[src/rtl/isa_defs.sv]
// Shared ISA definitions for the instruction encoder and decoder.
// Holds ALU op codes, instruction opcodes, the instruction word layout
// and the encode() helper mapping an ALU request to an opcode.
package isa_defs;

  localparam int unsigned FIELD_W = 4;
  localparam int unsigned INSTR_W = 16;

  // ALU operation codes as presented on the request side
  localparam logic [FIELD_W-1:0] ALUADD = 4'h0;
  localparam logic [FIELD_W-1:0] ALUSUB = 4'h1;
  localparam logic [FIELD_W-1:0] ALUSLT = 4'h2;
  localparam logic [FIELD_W-1:0] ALUAND = 4'h3;
  localparam logic [FIELD_W-1:0] ALUOR  = 4'h4;
  localparam logic [FIELD_W-1:0] ALUXOR = 4'h5;

  // Instruction opcodes in bits [15:12] of the encoded word
  localparam logic [FIELD_W-1:0] InsADD  = 4'h0;
  localparam logic [FIELD_W-1:0] InsSUB  = 4'h1;
  localparam logic [FIELD_W-1:0] InsSLT  = 4'h2;
  localparam logic [FIELD_W-1:0] InsAND  = 4'h3;
  localparam logic [FIELD_W-1:0] InsOR   = 4'h4;
  localparam logic [FIELD_W-1:0] InsXOR  = 4'h5;
  localparam logic [FIELD_W-1:0] InsANDI = 4'h6;
  localparam logic [FIELD_W-1:0] InsORI  = 4'h7;
  localparam logic [FIELD_W-1:0] InsXORI = 4'h8;
  localparam logic [FIELD_W-1:0] InsADDI = 4'h9;
  localparam logic [FIELD_W-1:0] InsSUBI = 4'hA;

  // Encoded instruction word layout
  typedef struct packed {
    logic [FIELD_W-1:0] opcode;
    logic [FIELD_W-1:0] dst;
    logic [FIELD_W-1:0] srcb;
    logic [FIELD_W-1:0] srca;
  } instr_t;

  // Result of encode(): legal flag plus opcode
  typedef struct packed {
    logic               legal;
    logic [FIELD_W-1:0] opcode;
  } enc_t;

  // Map {ALU op, immediate form} to an opcode; SLT has only an immediate form
  function automatic enc_t encode(input logic [FIELD_W-1:0] op, input logic is_imm);
    enc_t res;
    res = '{legal: 1'b0, opcode: InsADD};
    if (is_imm) begin
      case (op)
        ALUADD:  res = '{legal: 1'b1, opcode: InsADDI};
        ALUSUB:  res = '{legal: 1'b1, opcode: InsSUBI};
        ALUSLT:  res = '{legal: 1'b1, opcode: InsSLT};
        ALUAND:  res = '{legal: 1'b1, opcode: InsANDI};
        ALUOR:   res = '{legal: 1'b1, opcode: InsORI};
        ALUXOR:  res = '{legal: 1'b1, opcode: InsXORI};
        default: res = '{legal: 1'b0, opcode: InsADD};
      endcase
    end else begin
      case (op)
        ALUADD:  res = '{legal: 1'b1, opcode: InsADD};
        ALUSUB:  res = '{legal: 1'b1, opcode: InsSUB};
        ALUAND:  res = '{legal: 1'b1, opcode: InsAND};
        ALUOR:   res = '{legal: 1'b1, opcode: InsOR};
        ALUXOR:  res = '{legal: 1'b1, opcode: InsXOR};
        default: res = '{legal: 1'b0, opcode: InsADD};
      endcase
    end
    return res;
  endfunction

endpackage

[src/rtl/sync_fifo.sv]
// Synchronous FIFO with registered ready/valid and a registered head word.
// Ports:
//   CLK, RST_N       clock, synchronous active-low reset
//   push, wdata      write request (taken only when in_ready)
//   pop              read request (taken only when out_valid)
//   in_ready         not full
//   out_valid, rdata head word valid / head word (zero when empty)
module sync_fifo #(
  parameter int unsigned WIDTH = 16,
  parameter int unsigned DEPTH = 2
) (
  input  logic             CLK,
  input  logic             RST_N,
  input  logic             push,
  input  logic [WIDTH-1:0] wdata,
  input  logic             pop,
  output logic             in_ready,
  output logic             out_valid,
  output logic [WIDTH-1:0] rdata
);

  localparam int unsigned PTR_W = $clog2(DEPTH);
  localparam int unsigned OCC_W = PTR_W + 1;

  logic [WIDTH-1:0] mem [DEPTH];
  logic [PTR_W-1:0] wr_ptr;
  logic [PTR_W-1:0] rd_ptr;
  logic [PTR_W-1:0] rd_ptr_nxt;
  logic [OCC_W-1:0] count;
  logic [OCC_W-1:0] count_nxt;
  logic             do_push;
  logic             do_pop;

  assign do_push = push & in_ready;
  assign do_pop  = pop & out_valid;

  // Next read pointer and occupancy
  always_comb begin
    rd_ptr_nxt = rd_ptr;
    count_nxt  = count;
    if (do_pop) begin
      rd_ptr_nxt = PTR_W'(rd_ptr + PTR_W'(1));
    end
    case ({do_push, do_pop})
      2'b10:   count_nxt = OCC_W'(count + OCC_W'(1));
      2'b01:   count_nxt = OCC_W'(count - OCC_W'(1));
      default: count_nxt = count;
    endcase
  end

  // Pointers, flags and head register; head takes wdata when the new
  // word lands directly in the slot that becomes the head
  always_ff @(posedge CLK) begin
    if (!RST_N) begin
      wr_ptr    <= '0;
      rd_ptr    <= '0;
      count     <= '0;
      in_ready  <= 1'b0;
      out_valid <= 1'b0;
      rdata     <= '0;
    end else begin
      if (do_push) begin
        wr_ptr <= PTR_W'(wr_ptr + PTR_W'(1));
      end
      rd_ptr    <= rd_ptr_nxt;
      count     <= count_nxt;
      in_ready  <= (count_nxt != OCC_W'(DEPTH));
      out_valid <= (count_nxt != '0);
      if (count_nxt == '0) begin
        rdata <= '0;
      end else if (do_push && (wr_ptr == rd_ptr_nxt)) begin
        rdata <= wdata;
      end else begin
        rdata <= mem[rd_ptr_nxt];
      end
    end
  end

  // Storage array
  always_ff @(posedge CLK) begin
    if (do_push) begin
      mem[wr_ptr] <= wdata;
    end
  end

endmodule

[src/rtl/instr_encoder.sv]
// Packs ALU requests into 16-bit instruction words, buffers them and issues
// them over a valid/ready link; drops and counts illegal requests.
// Ports:
//   CLK, RST_N                      clock, synchronous active-low reset
//   InValid/InReady                 request handshake
//   OpALU, isImm, Dst, SrcB, SrcA   request fields
//   OutValid/OutReady, Instr        issue handshake and encoded word
//   ErrPulse                        illegal request dropped (one cycle per request)
//   IssueCnt                        words issued, wrapping
//   ErrCnt                          illegal requests, saturating
module instr_encoder
  import isa_defs::*;
#(
  parameter int unsigned DEPTH = 2,
  parameter int unsigned CNT_W = 16
) (
  input  logic               CLK,
  input  logic               RST_N,
  input  logic               InValid,
  output logic               InReady,
  input  logic [3:0]         OpALU,
  input  logic               isImm,
  input  logic [3:0]         Dst,
  input  logic [3:0]         SrcB,
  input  logic [3:0]         SrcA,
  output logic               OutValid,
  input  logic               OutReady,
  output logic [15:0]        Instr,
  output logic               ErrPulse,
  output logic [CNT_W-1:0]   IssueCnt,
  output logic [CNT_W-1:0]   ErrCnt
);

  enc_t   enc;
  instr_t word;
  logic   accept;
  logic   push;
  logic   illegal;
  logic   pop;

  assign enc     = encode(OpALU, isImm);
  assign word    = '{opcode: enc.opcode, dst: Dst, srcb: SrcB, srca: SrcA};
  assign accept  = InValid & InReady;
  assign push    = accept & enc.legal;
  assign illegal = accept & ~enc.legal;
  assign pop     = OutValid & OutReady;

  sync_fifo #(
    .WIDTH (INSTR_W),
    .DEPTH (DEPTH)
  ) u_fifo (
    .CLK       (CLK),
    .RST_N     (RST_N),
    .push      (push),
    .wdata     (word),
    .pop       (pop),
    .in_ready  (InReady),
    .out_valid (OutValid),
    .rdata     (Instr)
  );

  // Error pulse and counters
  always_ff @(posedge CLK) begin
    if (!RST_N) begin
      ErrPulse <= 1'b0;
      IssueCnt <= '0;
      ErrCnt   <= '0;
    end else begin
      ErrPulse <= illegal;
      if (pop) begin
        IssueCnt <= CNT_W'(IssueCnt + CNT_W'(1));
      end
      if (illegal && (ErrCnt != '1)) begin
        ErrCnt <= CNT_W'(ErrCnt + CNT_W'(1));
      end
    end
  end

endmodule
[config.mk]
export PLATFORM = sky130hd
export DESIGN_NAME = instr_encoder
export DESIGN_NICKNAME = d
export VERILOG_FILES = /design/src/rtl/isa_defs.sv /design/src/rtl/sync_fifo.sv /design/src/rtl/instr_encoder.sv
export SDC_FILE = /design/constraint.sdc
export NUM_CORES = 1
export LEC_CHECK = 0
export ABC_AREA = 0
export CAP_MARGIN = 20
export CELL_PAD_IN_SITES_DETAIL_PLACEMENT = 0
export CELL_PAD_IN_SITES_GLOBAL_PLACEMENT = 1
export CORE_UTILIZATION = 40
export DETAILED_ROUTE_END_ITERATION = 16
export PLACE_DENSITY_LB_ADDON = 0.15
export SLEW_MARGIN = 5
export SYNTH_ARGS = -nofsm -noshare
export SYNTH_HDL_FRONTEND = slang
export SYNTH_HIERARCHICAL = 1
export SYNTH_SLANG_ARGS = --single-unit
[constraint.sdc]
create_clock -name CLK -period 2.65 [get_ports CLK]
set_clock_uncertainty 0.05 [all_clocks]
set_input_delay 0.265 -clock CLK [delete_from_list [all_inputs] [get_ports CLK]]
set_output_delay 0.265 -clock CLK [all_outputs]
set_load 0.005 [all_outputs]
Yosys cells after proc, flatten, opt, wreduce, memory -nomap -nowiden
Memory sizes are Yosys's and may differ from the RTL's. A register that Yosys moved wholly into a read port is not among the register bits. Index checks and enable logic that the tools add are counted.

Bits in writable memories: 32. Logic and storage cells: 44. Bits in latches: 0. Flip-flop bits (word level): 39. ROM bits: 0. Output and inout port bits: 51. Input port bits: 21. Memories kept: 1.

Memory list: u_fifo.mem (depth 2, bits a word 16, read ports 1, clocked after Yosys merged registers in 1, wr ports 1, line sync_fifo.sv:25) `logic [WIDTH-1:0] mem [DEPTH];`.

Multiply operators: 0. Div/mod/pow operators: 0. $lt $le $gt $ge: 0. Bitwise gates (word level): 8. Reduce and logical (&&, ||, !) cells: 5. Muxes and demuxes: 7. Add/sub/neg operators: 6. Shift-type cells: 0. Equal/unequal tests: 9.

Operator list (count): adder 16 x 1 -> 16 bit, second input constant (2); case mux 5 bit (6 select lines) (1); case mux 5 bit (5 select lines) (1); inequality test 16 bit, second input constant (1); equality test 4 x 2 -> 1 bit, second input constant (2); equality test 4 x 3 -> 1 bit, second input constant (2); AND 1 bit (6); two-way mux 5 bit (1); equality test 4 x 1 -> 1 bit, second input constant (1); zero test 4 bit (1); case mux 2 bit (2 select lines) (1); two-way mux 1 bit (3); adder 1 bit, second input constant (2); adder 2 x 1 -> 2 bit, second input constant (1); equality test 2 x 1 -> 1 bit, second input constant (1); equality test 2 bit, second input constant (1); zero test 2 bit (1); inequality test 2 bit, second input constant (1); inverter 1 bit (2); nonzero test 2 bit (1); OR reduction 2 bit (1); subtractor 2 x 1 -> 2 bit, second input constant (1); logical AND 1 bit (1).

Longest topological paths before layout
Gate-level depths: netlist of the first run.

Depth after elaboration: 9. Gate-level depth with buffers: 10. Depth with buffers taken out: 7.

Modules after synthesis
The synthesis of the first run kept the hierarchy.

Modules (own cells, without submodules): sync_fifo (area an instance 2058.2 um2, sequential area each 1401.3 um2, cells each 158, instances 1); instr_encoder (area an instance 1719.1 um2, sequential area each 660.6 um2, cells each 208, instances 1).

Least setup slack after synthesis of the first run
OpenSTA, ideal clock, no wires.

Path kind: input to register. Start: in OpALU[2]. End: reg u_fifo.rdata[15] (read register of u_fifo.mem). Slack: 0.332 ns. Buffers on the path: 2. Arrival: 2.180 ns. Stages on the path: 8. Required time: 2.512 ns. Path through: o21bai_1 a211oi_1 and3_1 o21ai_1 and2_4 buf_6 buf_6 a311oi_2.

Cells in the longest elaborated chain, start to end: 9. Elaborated cells between the ends (all ways): 16. Classes of those cells: eq/ne: 7; mux: 4; bitwise: 2; reduce/logical: 3.

RTL lines: from (decl) (line instr_encoder.sv:21) `input logic [3:0] OpALU,`; equality test 4 x 3 -> 1 bit, or another cell as far along (line isa_defs.sv:49, isa_defs.sv:59); case mux 5 bit (6 select lines) or case mux 5 bit (5 select lines) (tied branches) (line isa_defs.sv:49, isa_defs.sv:59); two-way mux 5 bit * (line isa_defs.sv:48) `if (is_imm) begin`; AND 1 bit * (line instr_encoder.sv:44) `assign push = accept & enc.legal;`; via push (line instr_encoder.sv:37) `logic push;`; AND 1 bit * (line sync_fifo.sv:34) `assign do_push = push & in_ready;`; equality test 2 x 1 -> 1 bit or equality test 2 bit (tied branches) (line sync_fifo.sv:44) `case ({do_push, do_pop})`; case mux 2 bit (2 select lines) * (line sync_fifo.sv:44); zero test 2 bit * (line sync_fifo.sv:69) `if (count_nxt == '0) begin`; OR reduction 2 bit (no source line) *; to (decl) (line sync_fifo.sv:19) `output logic [WIDTH-1:0] rdata`.

The timed path passes the listed nets; every way through them passes the cells marked *. A chain may end at the register's enable or synchronous reset.

Final worst setup path of the first run
Start: in OpALU[2]. End: reg u_fifo.rdata[9] (read register of u_fifo.mem).

The elaborated chain is that of the path after synthesis.

==> impl_metrics.ini, run 1 <==
[critical_path]
critical-path-max-stage-delay_ns = 0.41
cp_data_arrival_time_ns = 2.51
cp-end-kind = flip-flop
crit_type = in2reg
worst_setup_path_start_kind = input port
crit_fanout = 17
critical_path.slowest_cell = sky130_fd_sc_hd__clkdlybuf4s50_1
critical_path.cell_chain = clkdlybuf4s50_1 -> o21bai_1 -> a211oi_1 -> nand2_1 -> ha_1 -> nor2b_1 -> a221o_1 -> buf_12 -> a311oi_2
required_ns = 2.86

[synthesis]
synth_cell_types = 55
ys_seq_area_share_pct = 54.59
mapped_cells = 366
yosys_warnings = 6
ys_async_sr_fraction_pct = 0
synth_commonest_cells = sky130_fd_sc_hd__dfxtp_1 (55), sky130_fd_sc_hd__nand2_1 (53), sky130_fd_sc_hd__a21oi_1 (32), sky130_fd_sc_hd__edfxtp_1 (32), sky130_fd_sc_hd__nor2_1 (19)
synth_nets = 390
synth_edf_count = 32
most_frequent_cell_after_synthesis = sky130_fd_sc_hd__dfxtp_1
synth_top_area_share_pct = 29.15
synth.area.top_cells = sky130_fd_sc_hd__dfxtp_1 (29%), sky130_fd_sc_hd__edfxtp_1 (25%), sky130_fd_sc_hd__nand2_1 (5.3%), sky130_fd_sc_hd__a21oi_1 (4.2%), sky130_fd_sc_hd__a311oi_2 (4.0%)
postSynthRegisterBits = 87
post_synth.cell_area_avg_um2 = 10.32
netlist_area_mm2 = 0.003777
dominantRegCellSynth = sky130_fd_sc_hd__dfxtp_1
synth_top_cell_by_area = sky130_fd_sc_hd__dfxtp_1

[power_and_ir_drop]
combPwrFrac_pct = 5.6
intPower_mw = 1.911
power.share.switching_pct = 22.61
vdd_drop_max_uv = 262.1
seqPwrFrac_pct = 56.7
leakagePower_nw = 1.649
pwr_density_cell_mw_per_mm2 = 502.8
share_clk_of_total_power_pct = 37.7
switchingPower_mw = 0.5582

[finish]
fillers = 862
drive_above_1_share_pct = 12.04
fin_cells = 568
fin_nets = 476
diode_insertion_count_for_antenna_repair = 0
area.growth.synth_to_final_pct = 30.01
multi_input_logic_area_mm2 = 0.001588
final-seq-area_mm2 = 0.002062
finalInstanceArea_mm2 = 0.004911

[placement]
dpl_cell_area_mm2 = 0.004707
dp_slack_ns = -0.03015
io_buffer_count = 71
gp_congestion = 0.7706
post-place-cells = 552
hpwl_um = 5676

[timing]
slew_violations = 0
finalCriticalPeriod_ns = 2.299
max-slew-margin-rel_pct = 67.24
number_of_hold_violations_in_the_final_report = 0
tns_ns = 0
setup_slack_ns = 0.3514
max_freq_mhz = 435.1
timing_worst_slew_pin_value_ns = 0.4882
setup_viol = 0
holdWs_ns = 0.4382
rsz_0062_raised_after_global_routing = false
finalCritPeriodShare_pct = 86.74

[clocking]
number_of_buffers_created_by_cts = 9
cts.htree.levels = 3
worst_setup_hold_path_clk_slew_ns = 0.09
cts.hold.buffers_added = 0
clock-root-buffer = sky130_fd_sc_hd__clkbuf_8
post-cts-setup-buffers = 0
tritoncts = done
clk_lat_worst_skew_ns = 0.34
tritoncts_num_sinks = 87
post_cts_resized = 0
clock_path_buffers = 2

[drt]
topRoutingLayerUsed = met4
post_route_met1_wirelength_um = 3979
detail_route.vias_per_cell = 5.364
drt.antenna.violating_nets = 0
finalWirelength_um = 8305
post_drt_wl_per_cell_um = 14.62
drt_iter0_markers = 85
detailroute.via_count = 3047
initial_drt_pass_iterations = 6
met3WireLength_um = 210
wl_met2_um = 4046
remaining_drc_errors = 0

[grt]
grt_antenna_before_repair = 0
grt_pass1_wl_um = 14060
gr-usage-all-layers_pct = 18.02
first_global_vias = 2914
largest_net_degree_at_the_start_of_global_routing = 18
grt_remaining_overflow = 0

[die]
die-area_mm2 = 0.009836
width_of_the_chip_um = 99.18
floorplan.initialDensity_pct = 41.07
die_h_um = 99.18
rows = 35
placeableCoreArea_mm2 = 0.009196
i_o_pin_count = 72

[min_path]
worstHoldPathType = reg2reg

[run]
max-cap-violations = 0

[status]
status = finished clean
-- placed cells by master (no fill, tap or decap), types with 9 or more instances in the layout --
master	synthesis	layout
sky130_fd_sc_hd__a21oi_1	32	32
sky130_fd_sc_hd__a311oi_2	10	10
sky130_fd_sc_hd__buf_4	0	20
sky130_fd_sc_hd__clkbuf_8	0	9
sky130_fd_sc_hd__clkdlybuf4s50_1	0	71
sky130_fd_sc_hd__dfxtp_1	55	55
sky130_fd_sc_hd__edfxtp_1	32	32
sky130_fd_sc_hd__inv_1	9	9
sky130_fd_sc_hd__nand2_1	53	53
sky130_fd_sc_hd__nand3_1	13	13
sky130_fd_sc_hd__nor2_1	19	19
-- critical path, delay by kind of cell --
family / cells / cell delay (ns)
simple gates: 2 / 0.28
buf+inv: 2 / 0.58
fa+ha+maj: 1 / 0.35
compound gates: 4 / 1.03
-- cells by family after synthesis --
| group | count (synthesis) | share of synthesized area (%) |
|---|---|---|
| simple gates | 149 | 20.64 |
| flops | 87 | 54.59 |
| compound gates | 81 | 15.77 |
| buf+inv | 27 | 3.378 |
| xor+xnor | 12 | 2.782 |
| mux | 7 | 1.855 |
| fa+ha+maj | 3 | 0.9938 |
-- per-stage QoR --
stage,power (mW),util (%)
2_1_floorplan,1.487,-
3_3_place_gp,1.569,51.18
3_5_place_dp,1.571,51.18
4_1_cts,2.506,53.40
5_1_grt,2.580,53.40
6_report,2.469,53.40
-- worst paths after layout --
path	start	to	slack [ns]	cells past startpoint
setup / recovery	OpALU[2]	u_fifo/rdata[9]$_SDFF_PP0_	0.35	9
hold / removal	IssueCnt[15]$_SDFFE_PN0P_	IssueCnt[15]$_SDFFE_PN0P_	0.44	2
setup reg to reg	u_fifo/in_ready$_SDFF_PN0_	u_fifo/rdata[9]$_SDFF_PP0_	0.43	8
hold reg to reg	IssueCnt[15]$_SDFFE_PN0P_	IssueCnt[15]$_SDFFE_PN0P_	0.44	2
-- power groups by stage --
stage / sequential [mW] / combinational, mW / clock, mW
3_5_place_dp: 1.43 / 0.139 / 0
6_report: 1.40 / 0.138 / 0.930
3_3_place_gp: 1.43 / 0.137 / 0
5_1_grt: 1.40 / 0.152 / 1.02
4_1_cts: 1.40 / 0.140 / 0.965
2_1_floorplan: 1.43 / 0.0543 / 0
-- sequential cells by signal (all words and copies together), names as in the netlist --
name,flops
u_fifo/out_valid,1
IssueCnt,16
u_fifo/rd_ptr,1
u_fifo/count,2
ErrPulse,1
u_fifo/in_ready,1
u_fifo/rdata,16
u_fifo/mem,32
ErrCnt,16
u_fifo/wr_ptr,1
-- final cells by class --
type,count,share of cell area (%)
clock buffer,9,2.522
clock inverter,7,1.631
multi-input combinational,252,32.33
tap,111,2.828
sequential,87,41.99
inverter,10,0.7643
timing repair buffer,92,17.94
-- routing by layer --
layer,global-route usage [%],up-vias
met2,29.96,51
met1,24.17,1456
li1,-,1534
met4,6.109,0
met5,0,-
met3,2.741,6
Power figures use the tool's default switching activity.
==> inputs of run 2 (changes only) <==
--- a/config.mk
+++ b/config.mk
@@ -12,6 +12,5 @@
 export CORE_UTILIZATION = 40
 export DETAILED_ROUTE_END_ITERATION = 16
-export PLACE_DENSITY_LB_ADDON = 0.15
-export SLEW_MARGIN = 5
+export PLACE_DENSITY = 0.82
 export SYNTH_ARGS = -nofsm -noshare
 export SYNTH_HDL_FRONTEND = slang
==> constraint.sdc (replaced) <==
create_clock -name CLK -period 2.65 [get_ports CLK]
set_clock_uncertainty 0.05 [all_clocks]
set_input_delay 0.795 -clock CLK [delete_from_list [all_inputs] [get_ports CLK]]
set_output_delay 0.795 -clock CLK [all_outputs]
set_load 0.005 [all_outputs]
==> impl_metrics.ini, run 2 (synthesized netlist as in run 1, its figures left out) <==
[clocking]
number_of_buffers_created_by_cts = 9
tritoncts_num_sinks = 87
cts.htree.levels = 3
clock_path_buffers = 2
cts.hold.buffers_added = 0
clock-root-buffer = sky130_fd_sc_hd__clkbuf_8
worst_setup_hold_path_clk_slew_ns = 0.10
tritoncts = done
clk_lat_worst_skew_ns = 0.35

[finish]
multi_input_logic_area_mm2 = 0.001677
area.growth.synth_to_final_pct = 36.77
largest_register_ffs = 32
utilization_pct = 56.18
largest-register = u_fifo/mem
fillers = 835
fin_nets = 495
fin_cells = 587
diode_insertion_count_for_antenna_repair = 0
mostFrequentLayoutCell = sky130_fd_sc_hd__clkdlybuf4s50_1
layout_common_cells = sky130_fd_sc_hd__clkdlybuf4s50_1 (64), sky130_fd_sc_hd__dfxtp_1 (55), sky130_fd_sc_hd__nand2_1 (52)
drive_above_1_share_pct = 18.70
final-seq-area_mm2 = 0.002062

[critical_path]
crit_fanout = 8
crit_type = in2reg
critical_path.slowest_cell = sky130_fd_sc_hd__a221o_2
critical-path-max-stage-delay_ns = 0.46
critical_path.cell_chain = dlygate4sd2_1 -> o21bai_4 -> a211oi_4 -> nand2_2 -> ha_4 -> nor2b_4 -> a221o_2 -> clkbuf_16 -> a311oi_2
worst-r2r-setup-slack_ns = 0.35
cp_data_arrival_time_ns = 2.77
worst_setup_path_startpoint = OpALU[0]
worst_setup_path_start_kind = input port
critical-path-top-delay-family = compound AO/OA/AOI/OAI gates
required_ns = 2.88
r2r-start = u_fifo/in_ready$_SDFF_PN0_
worstPathBufferInverterCount = 2
cp-end-kind = flip-flop

[timing]
number_of_hold_violations_in_the_final_report = 0
setup_viol = 0
timing_worst_slew_pin_value_ns = 0.4941
max-slew-margin-rel_pct = 66.84
finalCriticalPeriod_ns = 2.539
tns_ns = 0
finalCritPeriodShare_pct = 95.82
rsz_0062_raised_after_global_routing = false
max_freq_mhz = 393.8
slew_violations = 0
holdWs_ns = 0.4455

[die]
die_h_um = 99.18
width_of_the_chip_um = 99.18
i_o_pin_count = 72
die-area_mm2 = 0.009836
floorplan.initialDensity_pct = 41.07
placeableCoreArea_mm2 = 0.009196
rows = 35

[min_path]
min_from = IssueCnt[15]$_SDFFE_PN0P_
worstHoldPathType = reg2reg

[power_and_ir_drop]
vdd_drop_max_uv = 228.6
pwr_density_cell_mw_per_mm2 = 473.0
seqPwrFrac_pct = 57.4
share_clk_of_total_power_pct = 36.0
leakagePower_nw = 1.801
switchingPower_mw = 0.6039
intPower_mw = 1.840
power.share.switching_pct = 24.71
combPwrFrac_pct = 6.6

[placement]
gp_congestion = 0.8200
io_buffer_count = 71
post-place-cells = 566
hpwl_um = 5789

[drt]
initial_drt_pass_iterations = 5
post_drt_wl_per_cell_um = 15.20
drt.antenna.violating_nets = 0
finalWirelength_um = 8920
remaining_drc_errors = 0
detailroute.via_count = 3230
detail_route.vias_per_cell = 5.503
drt_iter0_markers = 125

[grt]
grt_antenna_before_repair = 0
use_met2_pct = 32.11
use_met1_pct = 25.27
use_met3_pct = 3.935
grt_pass1_wl_um = 14820
grt.busiest_layer = met2
largest_net_degree_at_the_start_of_global_routing = 18
first_global_vias = 3089
grt_remaining_overflow = 0
gr-usage-all-layers_pct = 19.13

[run]
max-cap-violations = 0

[status]
status = finished clean
run 2: cell types whose count changed in the layout (fill, tap and decap cells not counted), moves of 2 or more:
cell	delta
sky130_fd_sc_hd__a311oi_1	-4
sky130_fd_sc_hd__a311oi_2	+4
sky130_fd_sc_hd__and2_4	+2
sky130_fd_sc_hd__buf_4	+15
sky130_fd_sc_hd__clkdlybuf4s50_1	-7
sky130_fd_sc_hd__clkinv_4	-2
sky130_fd_sc_hd__dlygate4sd2_1	+3
sky130_fd_sc_hd__dlymetal6s2s_1	+3
sky130_fd_sc_hd__inv_8	+2
run 2: path summary, 6_finish.rpt:
check | end | depth (start not counted)
min | IssueCnt[15]$_SDFFE_PN0P_ | 2
min reg2reg | IssueCnt[15]$_SDFFE_PN0P_ | 2
max | u_fifo/rdata[2]$_SDFF_PP0_ | 9
max reg2reg | u_fifo/rdata[2]$_SDFF_PP0_ | 8
run 2: cell type report:
class	instances	area share [%]
clock inverters	7	1.211
flip-flops and latches	87	39.91
multi-input cells	253	32.45
repair buffers	110	20.61
inverters	10	0.7266
well taps	111	2.688
clock buffers	9	2.398
run 2: what timing repair did:
action | CTS | global route
setup buffers | 2 | 1
gates cloned | 3 | 0
endpoints found under the setup margin | 16 | 16
pin swaps | 3 | 5
gates resized for setup | 12 | 13
run 2: power groups by stage:
stage	sequential, mW	combinational, mW	clock, mW
3_5_place_dp	1.43	0.151	0
3_3_place_gp	1.43	0.147	0
2_1_floorplan	1.43	0.0574	0
5_1_grt	1.40	0.175	0.969
4_1_cts	1.40	0.159	0.919
6_report	1.40	0.161	0.880
run 2: per-stage QoR:
stage	power [mW]	worst slack [ns]	cell area (µm²)
finish	2.444	0.1108	5166
global placement	1.580	-0.4048	4855
detailed placement	1.584	-0.4699	4855
CTS	2.480	0.01624	5127
floorplan	1.490	-0.02920	3815
global route	2.549	0.02018	5166
run 2: worst reg2reg max path, delay by kind of cell (launching register included):
kind / cells / cell delay [ns]
compound gates: 3 / 0.92
fa+ha+maj: 1 / 0.27
buf+inv: 1 / 0.21
simple gates: 3 / 0.36
flops: 1 / 0.42
run 2: metal layers:
layer  up-vias  share of wire, %
met5         -                 0
met4         0               1.2
met3         8               3.4
met2        77                50
met1      1573                45
li1       1572                 -
